$ cat config.mk
export PLATFORM = sky130hd
export DESIGN_NAME = result_dump_unit
export DESIGN_NICKNAME = d
export VERILOG_FILES = /design/src/rtl/result_dump_unit.sv
export SDC_FILE = /design/constraint.sdc
export NUM_CORES = 1
export LEC_CHECK = 0
export CELL_PAD_IN_SITES_DETAIL_PLACEMENT = 1
export CELL_PAD_IN_SITES_GLOBAL_PLACEMENT = 2
export CORE_MARGIN = 10
export CORE_UTILIZATION = 37
export DETAILED_ROUTE_END_ITERATION = 7
export GPL_ROUTABILITY_DRIVEN = 0
export PLACE_DENSITY_LB_ADDON = 0.25
export SLEW_MARGIN = 40
export SYNTH_ARGS = -nofsm -noshare
export SYNTH_HDL_FRONTEND = slang
export SYNTH_SLANG_ARGS = --single-unit
$ cat constraint.sdc
create_clock -name clk1 -period 7.8 [get_ports clk1]
set_input_delay 1.56 -clock clk1 [delete_from_list [all_inputs] [get_ports clk1]]
set_output_delay 1.56 -clock clk1 [all_outputs]
set_load 0.01 [all_outputs]
$ cat src/rtl/result_dump_unit.sv
// result_dump_unit: after halt, streams a RAM window then the register bank over a valid/ready port
module result_dump_unit #(
  parameter int DATA_W    = 32,
  parameter int ADDR_W    = 16,
  parameter int RAM_BASE  = 0,
  parameter int RAM_WORDS = 8,
  parameter int NREGS     = 8
) (
  input  logic              clk1,
  input  logic              start,
  input  logic              halt,
  output logic              mem_rd,
  output logic [ADDR_W-1:0] mem_addr,
  input  logic [DATA_W-1:0] mem_data,
  output logic              reg_rd,
  output logic [2:0]        reg_sel,
  input  logic [DATA_W-1:0] reg_data,
  output logic [DATA_W-1:0] dout,
  output logic              dout_src,
  output logic [ADDR_W-1:0] dout_idx,
  output logic              dout_valid,
  input  logic              dout_ready,
  output logic              dout_last,
  output logic              busy,
  output logic              done
);
  typedef enum logic [2:0] {S_IDLE, S_RAM, S_REG, S_DRAIN, S_DONE} state_t;
  localparam logic [ADDR_W-1:0] RAM_LAST = ADDR_W'(RAM_WORDS - 1);
  localparam logic [ADDR_W-1:0] REG_LAST = ADDR_W'(NREGS - 1);
  localparam logic [2:0]        SEL_LAST = 3'(NREGS - 1);
  state_t            r_state, w_next;
  logic              r_halt_q;
  logic [ADDR_W-1:0] r_ram_cnt;
  logic [2:0]        r_reg_cnt;
  logic              r_pend_v, r_pend_src;
  logic [ADDR_W-1:0] r_pend_idx;
  logic [DATA_W-1:0] r_fd [2];
  logic              r_fs [2];
  logic [ADDR_W-1:0] r_fi [2];
  logic              r_fl [2];
  logic              r_rp, r_wp;
  logic [1:0]        r_occ;
  logic              w_pop, w_credit, w_head_last;
  assign dout_valid  = r_occ != 2'd0;
  assign w_pop       = dout_valid && dout_ready;
  assign w_head_last = r_fl[r_rp];
  assign w_credit    = 3'(r_occ) + 3'(r_pend_v) - 3'(w_pop) < 3'd2;
  assign busy        = r_state inside {S_RAM, S_REG, S_DRAIN};
  assign done        = r_state == S_DONE;
  assign mem_addr    = mem_rd ? ADDR_W'(RAM_BASE) + r_ram_cnt : '0;
  assign reg_sel     = reg_rd ? r_reg_cnt : 3'd0;
  assign dout        = dout_valid ? r_fd[r_rp] : '0;
  assign dout_src    = dout_valid && r_fs[r_rp];
  assign dout_idx    = dout_valid ? r_fi[r_rp] : '0;
  assign dout_last   = dout_valid && w_head_last;
  // next state and read strobes; a read issues only while the FIFO has room for it
  always_comb begin
    w_next = r_state;
    mem_rd = 1'b0;
    reg_rd = 1'b0;
    case (r_state)
      S_IDLE:  w_next = (halt && !r_halt_q) ? S_RAM : S_IDLE;
      S_RAM: begin
        mem_rd = w_credit;
        w_next = (w_credit && r_ram_cnt == RAM_LAST) ? S_REG : S_RAM;
      end
      S_REG: begin
        reg_rd = w_credit;
        w_next = (w_credit && r_reg_cnt == SEL_LAST) ? S_DRAIN : S_REG;
      end
      S_DRAIN: w_next = (w_pop && w_head_last) ? S_DONE : S_DRAIN;
      S_DONE:  w_next = halt ? S_DONE : S_IDLE;
      default: w_next = S_IDLE;
    endcase
  end
  // control state: FSM, halt edge detect, issue counters, in-flight read and FIFO pointers
  always_ff @(posedge clk1 or posedge start) begin
    if (start) begin
      r_state    <= S_IDLE;
      r_halt_q   <= 1'b0;
      r_ram_cnt  <= '0;
      r_reg_cnt  <= 3'd0;
      r_pend_v   <= 1'b0;
      r_pend_src <= 1'b0;
      r_pend_idx <= '0;
      r_rp       <= 1'b0;
      r_wp       <= 1'b0;
      r_occ      <= 2'd0;
    end else begin
      r_state    <= w_next;
      r_halt_q   <= halt;
      r_ram_cnt  <= mem_rd ? (r_ram_cnt == RAM_LAST ? '0 : r_ram_cnt + 1'b1) : r_ram_cnt;
      r_reg_cnt  <= reg_rd ? (r_reg_cnt == SEL_LAST ? 3'd0 : r_reg_cnt + 3'd1) : r_reg_cnt;
      r_pend_v   <= mem_rd || reg_rd;
      r_pend_src <= reg_rd;
      r_pend_idx <= reg_rd ? ADDR_W'(r_reg_cnt) : r_ram_cnt;
      r_rp       <= r_rp ^ w_pop;
      r_wp       <= r_wp ^ r_pend_v;
      r_occ      <= r_occ + 2'(r_pend_v) - 2'(w_pop);
    end
  end
  // FIFO storage: the word returned for last cycle's strobe is captured with its tag
  always_ff @(posedge clk1) begin
    if (r_pend_v) begin
      r_fd[r_wp] <= r_pend_src ? reg_data : mem_data;
      r_fs[r_wp] <= r_pend_src;
      r_fi[r_wp] <= r_pend_idx;
      r_fl[r_wp] <= r_pend_src && r_pend_idx == REG_LAST;
    end
  end
endmodule

-- Yosys cells after proc, flatten, opt, wreduce, memory -nomap -nowiden
Memory sizes are Yosys's and may differ from the RTL's.
Index checks and enable logic that the tools add are counted.
Widths: inputs -> output; s select.
- register bits after elaboration: 45
- memory bits (writable): 100
- output and inout port bits: 74
- logic and storage cells: 61
- memories: 4
- memory list (memory ; words ; width ; read ports ; clocked after Yosys merged registers in ; wr ports ; line ; text):
    r_fd ; 2 ; 32 ; 1 ; 0 ; 1 ; 37 ; logic [DATA_W-1:0] r_fd [2];
    r_fi ; 2 ; 16 ; 1 ; 0 ; 1 ; 39 ; logic [ADDR_W-1:0] r_fi [2];
    r_fl ; 2 ; 1 ; 1 ; 0 ; 1 ; 40 ; logic r_fl [2];
    r_fs ; 2 ; 1 ; 1 ; 0 ; 1 ; 38 ; logic r_fs [2];
- add/subtract/negate cells: 6
- magnitude comparators: 1
- equal/unequal tests: 7
- muxes and demuxes: 18
- bitwise gates (word level): 2
- reduce and logical (&&, ||, !) cells: 13
- operators by type and width (cell ; count):
    $mux 16 ; 4
    $mux 32 ; 2
    $eq 16x3->1 const B ; 2
    $add 16x1->16 const B ; 1
    $pmux 3 s5 ; 1
    $mux 3 ; 4
    $logic_and 1x1->1 ; 8
    $eq 3x2->1 const B ; 2
    $eq 3x3->1 const B ; 2
    $mux 1 ; 6
    $add 2x1->3 ; 1
    $add 3x1->3 const B ; 1
    $eq 3x1->1 const B ; 1
    $logic_not 3->1 ; 1
    $lt 3x2->1 const B ; 1
    $reduce_bool 3->1 ; 1
    $sub 3x1->3 ; 1
    $add 2x1->2 ; 1
    $mux 2 ; 1
    $reduce_bool 2->1 ; 1
    $sub 2x1->2 ; 1
    $xor 1x1->1 ; 2
    $logic_not 1->1 ; 1
    $logic_or 1x1->1 ; 1

-- Longest topological paths before layout
Gate-level depths: netlist of run 1.
- depth in word-level cells: 7
- depth in mapped cells: 11
- mapped depth without buffers: 10

-- Worst setup path before layout of run 1
OpenSTA, ideal clock, no wires.
- path type: input to output
- from: input dout_ready
- to: output reg_sel[0]
- data arrival time: 3.369 ns
- required time: 6.240 ns
- slack: 2.871 ns
- stages: 11
- cell sequence: nand2_1 -> mux2i_1 -> ha_1 -> inv_1 -> fa_1 -> xnor2_2 -> nand2_1 -> or3_4 -> inv_4 -> buf_12 -> and2_1
- word-level cells in the longest chain between the ends: 5
- RTL lines (element ; line ; text):
    start, declared ; 22 ; input logic dout_ready,
    $logic_and 1x1->1 ; 45 ; assign w_pop = dout_valid && dout_ready;
    $sub 3x1->3 ; 47 ; assign w_credit = 3'(r_occ) + 3'(r_pend_v) - 3'(w_pop) < 3'd2;
    $lt 3x2->1 ; 47 ;
    $mux 1 ; 61 ; case (r_state)
    net reg_rd ; 15 ; output logic reg_rd,
    $mux 3 ; 51 ; assign reg_sel = reg_rd ? r_reg_cnt : 3'd0;
    end, declared ; 16 ; output logic [2:0] reg_sel,
The timed path passes the listed nets, and every way through them passes these cells.

-- Worst setup path in the final report of run 1
- from: input dout_ready
- to: output mem_addr[9]
- word-level cells in the longest chain between the ends: 5
- RTL lines (element ; line ; text):
    $logic_and 1x1->1 ; 45 ;
    $sub 3x1->3 ; 47 ;
    $lt 3x2->1 ; 47 ;
    $mux 1 ; 61 ;
    $mux 16 ; 50 ; assign mem_addr = mem_rd ? ADDR_W'(RAM_BASE) + r_ram_cnt : '0;
    end, declared ; 13 ; output logic [ADDR_W-1:0] mem_addr,
No other way between the ends.

==> summary.md, run 1 <==
| Metric | Value |
|---|---|
| I/O pins | 142 |
| TritonCTS clock tree | built |
| Initial core utilization | 37.79% |
| Vias per cell | 4.829 |
| Commonest non-fill, non-tap cell in the layout | clkdlybuf4s50_1 |
| Register share of total power | 36.4% |
| Top_reg_cell synth | edfxtp_1 |
| Crit path time final | 6.193 ns |
| Leak Pwr | 3.349 nW |
| Final period util | 79.40% |
| Clk slew on worst S/H paths | 0.06 ns |
| Crit path required time | 6.24 ns |
| FF+latch count, synth | 145 |
| Psw | 0.0009509 W |
| Width of the die | 150.2 um |
| Slew Viols, Final | 0 |
| Routed WL per cell | 18.54 um |
| Worst Path Arrival | 4.63 ns |
| Root Driver | clkbuf_16 |
| Final hold violations | 0 |
| Mapped Nets | 517 |
| Avg Cell Area, Syn | 14.18 um2 |
| ANT cells | 0 |
| Switch share | 31.85% |
| RSZ-0062 raised after global routing | no |
| Syn Inst Count | 442 |
| 1st-pass router iterations | 6 |
| CP peak stage delay | 0.54 ns |
| Number of global-route vias before repair | 4,347 |
| Startpoint Class | primary input |
| CP bufs+invs | 4 |
| Peak VDD IR | 0.1689 mV |
| EDFF count, synth | 100 |
| Yosys warnings | 0 |
| Crit-path cells | clkdlybuf4s50_1 > nand2_1 > mux2i_1 > ha_1 > inv_1 > fa_1 > xnor2_2 > nand3_2 > inv_1 > and2_1 > clkdlybuf4s50_1 |
| Worst-skew pair later-pin latency | 0.42 ns |
| Most frequent cells in the layout | clkdlybuf4s50_1, edfxtp_1, nor2_1 |
| Cts hold-fix bufs | 0 |
| Core area | 16,580 um2 |
| Die Footprint | 22,550 um2 |
| Seq/Total Area, Yosys | 65.88% |
| GRT Overall Usage | 13.53% |
| Post-Place Cells | 787 |
| Share of post-route cells with drive strength above 1 | 14.02% |
| Crit-path max FO | 22 |
| Initial antenna violation count | 0 |
| Setup tns final | 0 ns |
| Post-CTS Resized | 0 |
| CTS Sinks | 145 |
| Count of buffers from port buffering | 141 |
| Overflow after GRT | 0 |
| Slew margin rel. | 47.80% |
| Combinational group share of total power | 34.7% |
| Largest net degree at the start of global routing | 52 |
| DR DRC count | 0 |
| Worst-case clock buffer depth | 2 |
| Async SR Flop Fraction | 31.03% |
| Post-Syn Area | 6267 um2 |
| Via count | 3,955 |
| Min-delay worst type | reg -> reg |
| Worst-Margin Slew | 0.7830 ns |
| Clk pwr share | 29.0% |
| Power Internal | 0.002035 W |
| HPWL after detailed placement | 10,480 um |
| Final net count | 661 |
| Global-route wire length before repair | 23,630 um |
| Final Non-Filler Cells | 819 |
| Post-CTS Setup Bufs | 0 |
| Antenna Nets Post-Route | 0 |
| Clock skew after layout | 0.009297 ns |
| Synth cell types | 39 |
| Initial DRC count | 170 |
| Crit-path leading delay family | buffers and inverters |
| PD cells | 349.9 nW/um2 |
| CP max-delay cell | clkdlybuf4s50_1 |
| Setup violations, final | 0 |
| Critical path capture point type | output port |
| Die Span Y | 150.2 um |
| Drt total wl | 15,180 um |
| Layout area overhead | 36.15% |
| Outcome | completed |
| Crit Path Category | in -> out |
| MaxCap Viol Count | 0 |
| Max Freq | 161.5 MHz |
| H-tree depth | 4 |
| Number of buffers created by CTS | 17 |
| Site Rows | 47 |
[layer usage]
layer,up-vias,part of all wire [%],GRT usage [%]
li1,1880,-,-
met1,1956,42,15.12
met2,102,51,23.54
met3,17,5.7,4.562
met4,0,1.6,4.859
met5,-,0,0
[cell families (layout without fill, tap and decap cells)]
logic type | count (synthesis) | in the layout | share of synthesized area (%)
DFF | 145 | 145 | 65.88
xor gates and xnor gates | 16 | 16 | 2.356
AOI/OAI and AO/OA | 8 | 8 | 0.9783
adders and majority gates | 7 | 7 | 1.517
buffers and inverters | 34 | 191 | 2.555
muxes | 89 | 89 | 15.21
and+or+nand+nor | 143 | 143 | 11.50
[metrics by stage]
stage | worst slack [ns] | hold WS [ns] | utilization, % | cell area, um2 | power, W
after floorplan | 2.871 | 0.4334 | - | 6267 | 0.001620
after global placement | 1.669 | 0.4494 | 47.64 | 7900 | 0.002137
after detailed placement | 1.582 | 0.4605 | 47.64 | 7900 | 0.002165
after CTS | 1.562 | 0.4752 | 51.46 | 8533 | 0.003044
after global routing | 1.298 | 0.4929 | 51.46 | 8533 | 0.003161
final | 1.607 | 0.4758 | 51.46 | 8533 | 0.002986
[synthesized netlist by cell type (2+ instances only)]
master | count | share of area (%)
and3_1 | 4 | 0.40
ha_1 | 6 | 1.2
nor4b_1 | 2 | 0.28
xnor2_1 | 6 | 0.84
nor3_1 | 7 | 0.56
mux2_2 | 34 | 6.1
nand3_1 | 7 | 0.56
o21ai_0 | 2 | 0.16
nor4_1 | 8 | 0.80
inv_1 | 11 | 0.66
dfrtp_1 | 45 | 18
nand2_1 | 12 | 0.72
edfxtp_1 | 100 | 48
clkbuf_1 | 12 | 0.72
buf_2 | 7 | 0.56
and2_1 | 30 | 3.0
nor2_1 | 61 | 3.7
mux2_4 | 4 | 0.96
nand4_1 | 6 | 0.60
mux2i_1 | 51 | 8.1
xor2_1 | 9 | 1.3
[state kept, by name, indices dropped and copies added (netlist names), 2 cells and up]
signal,flops
r_fd,64
r_fi,32
r_pend_idx,16
r_ram_cnt,16
r_reg_cnt,3
r_state,3
r_fl,2
r_fs,2
r_occ,2
[worst paths after layout]
path	startpoint	cells after the start	slack, ns	to
min reg2reg	r_pend_idx[15]	0	0.48	r_fi[1][15]
max in group asynchronous	start	3	5.79	r_rp
max reg2reg	r_occ[1]	10	4.99	r_ram_cnt[4]
max	dout_ready	11	1.61	mem_addr[9]
min	r_pend_idx[15]	0	0.48	r_fi[1][15]
min in group asynchronous	start	3	1.59	r_occ[0]
[power groups by stage]
stage / Clock [W] / Combinational, W / Sequential, W
final: 0.000865 / 0.00104 / 0.00109
after global routing: 0.000922 / 0.00113 / 0.00110
after CTS: 0.000887 / 0.00107 / 0.00109
after detailed placement: 0 / 0.00106 / 0.00110
after global placement: 0 / 0.00104 / 0.00109
after floorplan: 0 / 0.000583 / 0.00104
[final cells by class]
cell class / count / area [um2]
tap: 220 / 275.3
multi-input combinational: 263 / 1991
clock buffer: 17 / 425.4
fill: 1648 / 8050
sequential: 145 / 4130
inverter: 12 / 47.55
timing repair buffer: 147 / 1456
clock inverter: 15 / 207.7
[worst reg2reg max path: stages (launching register included)]
cell and delay, ns:
dfrtp_1 0.51, nand2_1 0.11, mux2i_1 0.15, ha_1 0.17
inv_1 0.05, fa_1 0.40, xnor2_2 0.20, nand3_2 0.30
inv_1 0.46, nand4_1 0.18, xnor2_1 0.16
Note: power is estimated with default switching activity, not from simulation.
==> inputs of run 2 (changes only) <==
--- a/config.mk
+++ b/config.mk
@@ -8,7 +8,7 @@
 export CELL_PAD_IN_SITES_DETAIL_PLACEMENT = 1
 export CELL_PAD_IN_SITES_GLOBAL_PLACEMENT = 2
 export CORE_MARGIN = 10
-export CORE_UTILIZATION = 37
+export CORE_UTILIZATION = 34
 export DETAILED_ROUTE_END_ITERATION = 7
 export GPL_ROUTABILITY_DRIVEN = 0
 export PLACE_DENSITY_LB_ADDON = 0.25
==> constraint.sdc (replaced) <==
create_clock -name clk1 -period 6.35 [get_ports clk1]
set_input_delay 1.27 -clock clk1 [delete_from_list [all_inputs] [get_ports clk1]]
set_output_delay 1.27 -clock clk1 [all_outputs]
set_load 0.01 [all_outputs]
==> run 2 against run 1 <==
Design area is essentially flat; die area up 7.6%; global-route usage is 0.85 points lower; combinational power up 23%; critical path depth up 1; wire length shrank 0.29%; largest power group unchanged; sequential power increased by 23%.
==> summary.md, run 2 (synthesized netlist as in run 1, its figures left out) <==
| Metric | Value |
|---|---|
| Drt total wl | 15,140 um |
| Die Footprint | 24,260 um2 |
| Largest registers | r_fd (64), r_fi (32) |
| Clock skew after layout | 0.006983 ns |
| Max Freq | 178.9 MHz |
| Switch share | 31.50% |
| CP peak stage delay | 0.54 ns |
| Setup violations, final | 0 |
| Leak Pwr | 3.337 nW |
| Critical path capture point type | output port |
| Number of global-route vias before repair | 4,439 |
| Largest register FFs | 64 |
| Biggest register | r_fd |
| CP max-delay cell | clkdlybuf4s50_1 |
| Clk slew on worst S/H paths | 0.06 ns |
| DR DRC count | 0 |
| Peak VDD IR | 0.2046 mV |
| Cts hold-fix bufs | 0 |
| Combinational group share of total power | 35.1% |
| Crit-path max FO | 22 |
| Register share of total power | 36.6% |
| HPWL after detailed placement | 10,610 um |
| Setup tns final | 0 ns |
| Min-delay src | r_pend_idx[0] |
| Number of buffers created by CTS | 17 |
| Share of post-route cells with drive strength above 1 | 13.83% |
| Crit path time final | 5.589 ns |
| PD cells | 427.5 nW/um2 |
| H-tree depth | 4 |
| Worst-case clock buffer depth | 2 |
| Initial DRC count | 163 |
| GRT Overall Usage | 12.68% |
| Worst-Margin Slew | 0.6799 ns |
| 1st-pass router iterations | 4 |
| Final net count | 662 |
| Crit-path cells | clkdlybuf4s50_1 > nand2_1 > mux2i_1 > ha_1 > inv_1 > fa_1 > xnor2_2 > nand3_2 > buf_4 > inv_1 > and2_1 > clkdlybuf4s50_1 |
| Root Driver | clkbuf_16 |
| Outcome | completed |
| Most frequent cells in the layout | clkdlybuf4s50_1, edfxtp_1, nor2_1 |
| Psw | 0.001150 W |
| Core area | 18,020 um2 |
| Initial antenna violation count | 0 |
| Crit Path Category | in -> out |
| Post-CTS Resized | 0 |
| Global-route wire length before repair | 24,140 um |
| Slew margin rel. | 54.67% |
| Antenna Nets Post-Route | 0 |
| Startpoint Class | primary input |
| # fillers | 1,815 |
| Die Span Y | 155.8 um |
| Via count | 3,965 |
| R2R Path Start | r_occ[1] |
| Width of the die | 155.8 um |
| Min-delay worst type | reg -> reg |
| Largest net degree at the start of global routing | 52 |
| Worst Path Arrival | 4.32 ns |
| Commonest non-fill, non-tap cell in the layout | clkdlybuf4s50_1 |
| ANT cells | 0 |
| Final period util | 88.02% |
| Layout area overhead | 36.27% |
| RSZ-0062 raised after global routing | no |
| CTS Sinks | 145 |
| Post-CTS Setup Bufs | 0 |
| Clk pwr share | 28.3% |
| Reg2Reg Depth | 10 |
| Final Power | 0.003651 W |
| Site Rows | 49 |
| Crit path required time | 5.08 ns |
| Count of buffers from port buffering | 141 |
| Vias per cell | 4.783 |
| Initial core utilization | 34.77% |
| TritonCTS clock tree | built |
| Hold path depth | 0 |
| Routed WL per cell | 18.26 um |
| I/O pins | 142 |
| Worst-skew pair later-pin latency | 0.41 ns |
| Overflow after GRT | 0 |
| Final hold violations | 0 |
| MaxCap Viol Count | 0 |
| Power Internal | 0.002501 W |
| Crit. Startpoint | dout_ready |
| Slew Viols, Final | 0 |
[run 2: worst max-delay path: cells and delay by family]
kind                     cells  cell delay (ns)
XOR/XNOR                     1             0.21
adder cells (fa/ha/maj)      2             0.56
buffers and inverters        5             1.72
multiplexers                 1             0.16
AND/OR/NAND/NOR              3             0.39
[run 2: path summary, 6_finish.rpt]
path	endpoint	slack (ns)
max	mem_addr[6]	0.76
min	r_fi[0][0]	0.47
max reg2reg	r_reg_cnt[1]	3.53
min reg2reg	r_fi[0][0]	0.47
max in group asynchronous	r_rp	4.62
min in group asynchronous	r_occ[1]	1.30
[run 2: stage by stage]
step | cells | hold slack, ns | setup WS [ns] | util (%) | cell area [um2]
CTS | 829 | 0.4716 | 0.7101 | 47.37 | 8538
finish | 829 | 0.4737 | 0.7609 | 47.38 | 8541
detailed placement | 797 | 0.4571 | 0.7116 | 43.93 | 7919
floorplan | 442 | 0.4334 | 2.001 | - | 6267
global route | 829 | 0.4988 | 0.5098 | 47.38 | 8541
global placement | 797 | 0.4434 | 0.8399 | 43.93 | 7919
[run 2: cell type report]
type / count / area [um2] / area share [%]
sequential: 145 / 4133 / 48.39
timing repair buffer: 148 / 1464 / 17.14
clock inverter: 13 / 186.4 / 2.183
clock buffer: 19 / 432.9 / 5.069
inverter: 12 / 47.55 / 0.5567
tap: 229 / 286.5 / 3.355
multi-input combinational: 263 / 1991 / 23.31
[run 2: power groups by stage]
stage / clock network [W] / registers, W / logic (W)
4_1_cts: 0.00106 / 0.00134 / 0.00132
5_1_grt: 0.00111 / 0.00136 / 0.00141
2_1_floorplan: 0 / 0.00127 / 0.000716
3_5_place_dp: 0 / 0.00136 / 0.00132
6_report: 0.00103 / 0.00134 / 0.00128
3_3_place_gp: 0 / 0.00135 / 0.00130
[run 2: per-layer routing]
| metal | vias to the layer above | part of all wire, % | GRT usage, % |
|---|---|---|---|
| li1 | 1875 | - | - |
| met1 | 1971 | 43 | 14.57 |
| met2 | 105 | 49 | 21.43 |
| met3 | 14 | 6.1 | 4.384 |
| met4 | 0 | 1.3 | 4.590 |
| met5 | - | 0 | 0 |
==> inputs of run 3 (changes only) <==
--- a/config.mk
+++ b/config.mk
@@ -10,7 +10,6 @@
 export CORE_MARGIN = 10
 export CORE_UTILIZATION = 34
 export DETAILED_ROUTE_END_ITERATION = 7
-export GPL_ROUTABILITY_DRIVEN = 0
 export PLACE_DENSITY_LB_ADDON = 0.25
 export SLEW_MARGIN = 40
 export SYNTH_ARGS = -nofsm -noshare
==> results of run 3 <==
No change in the layout: final DEF, timing and power equal those of run 2.
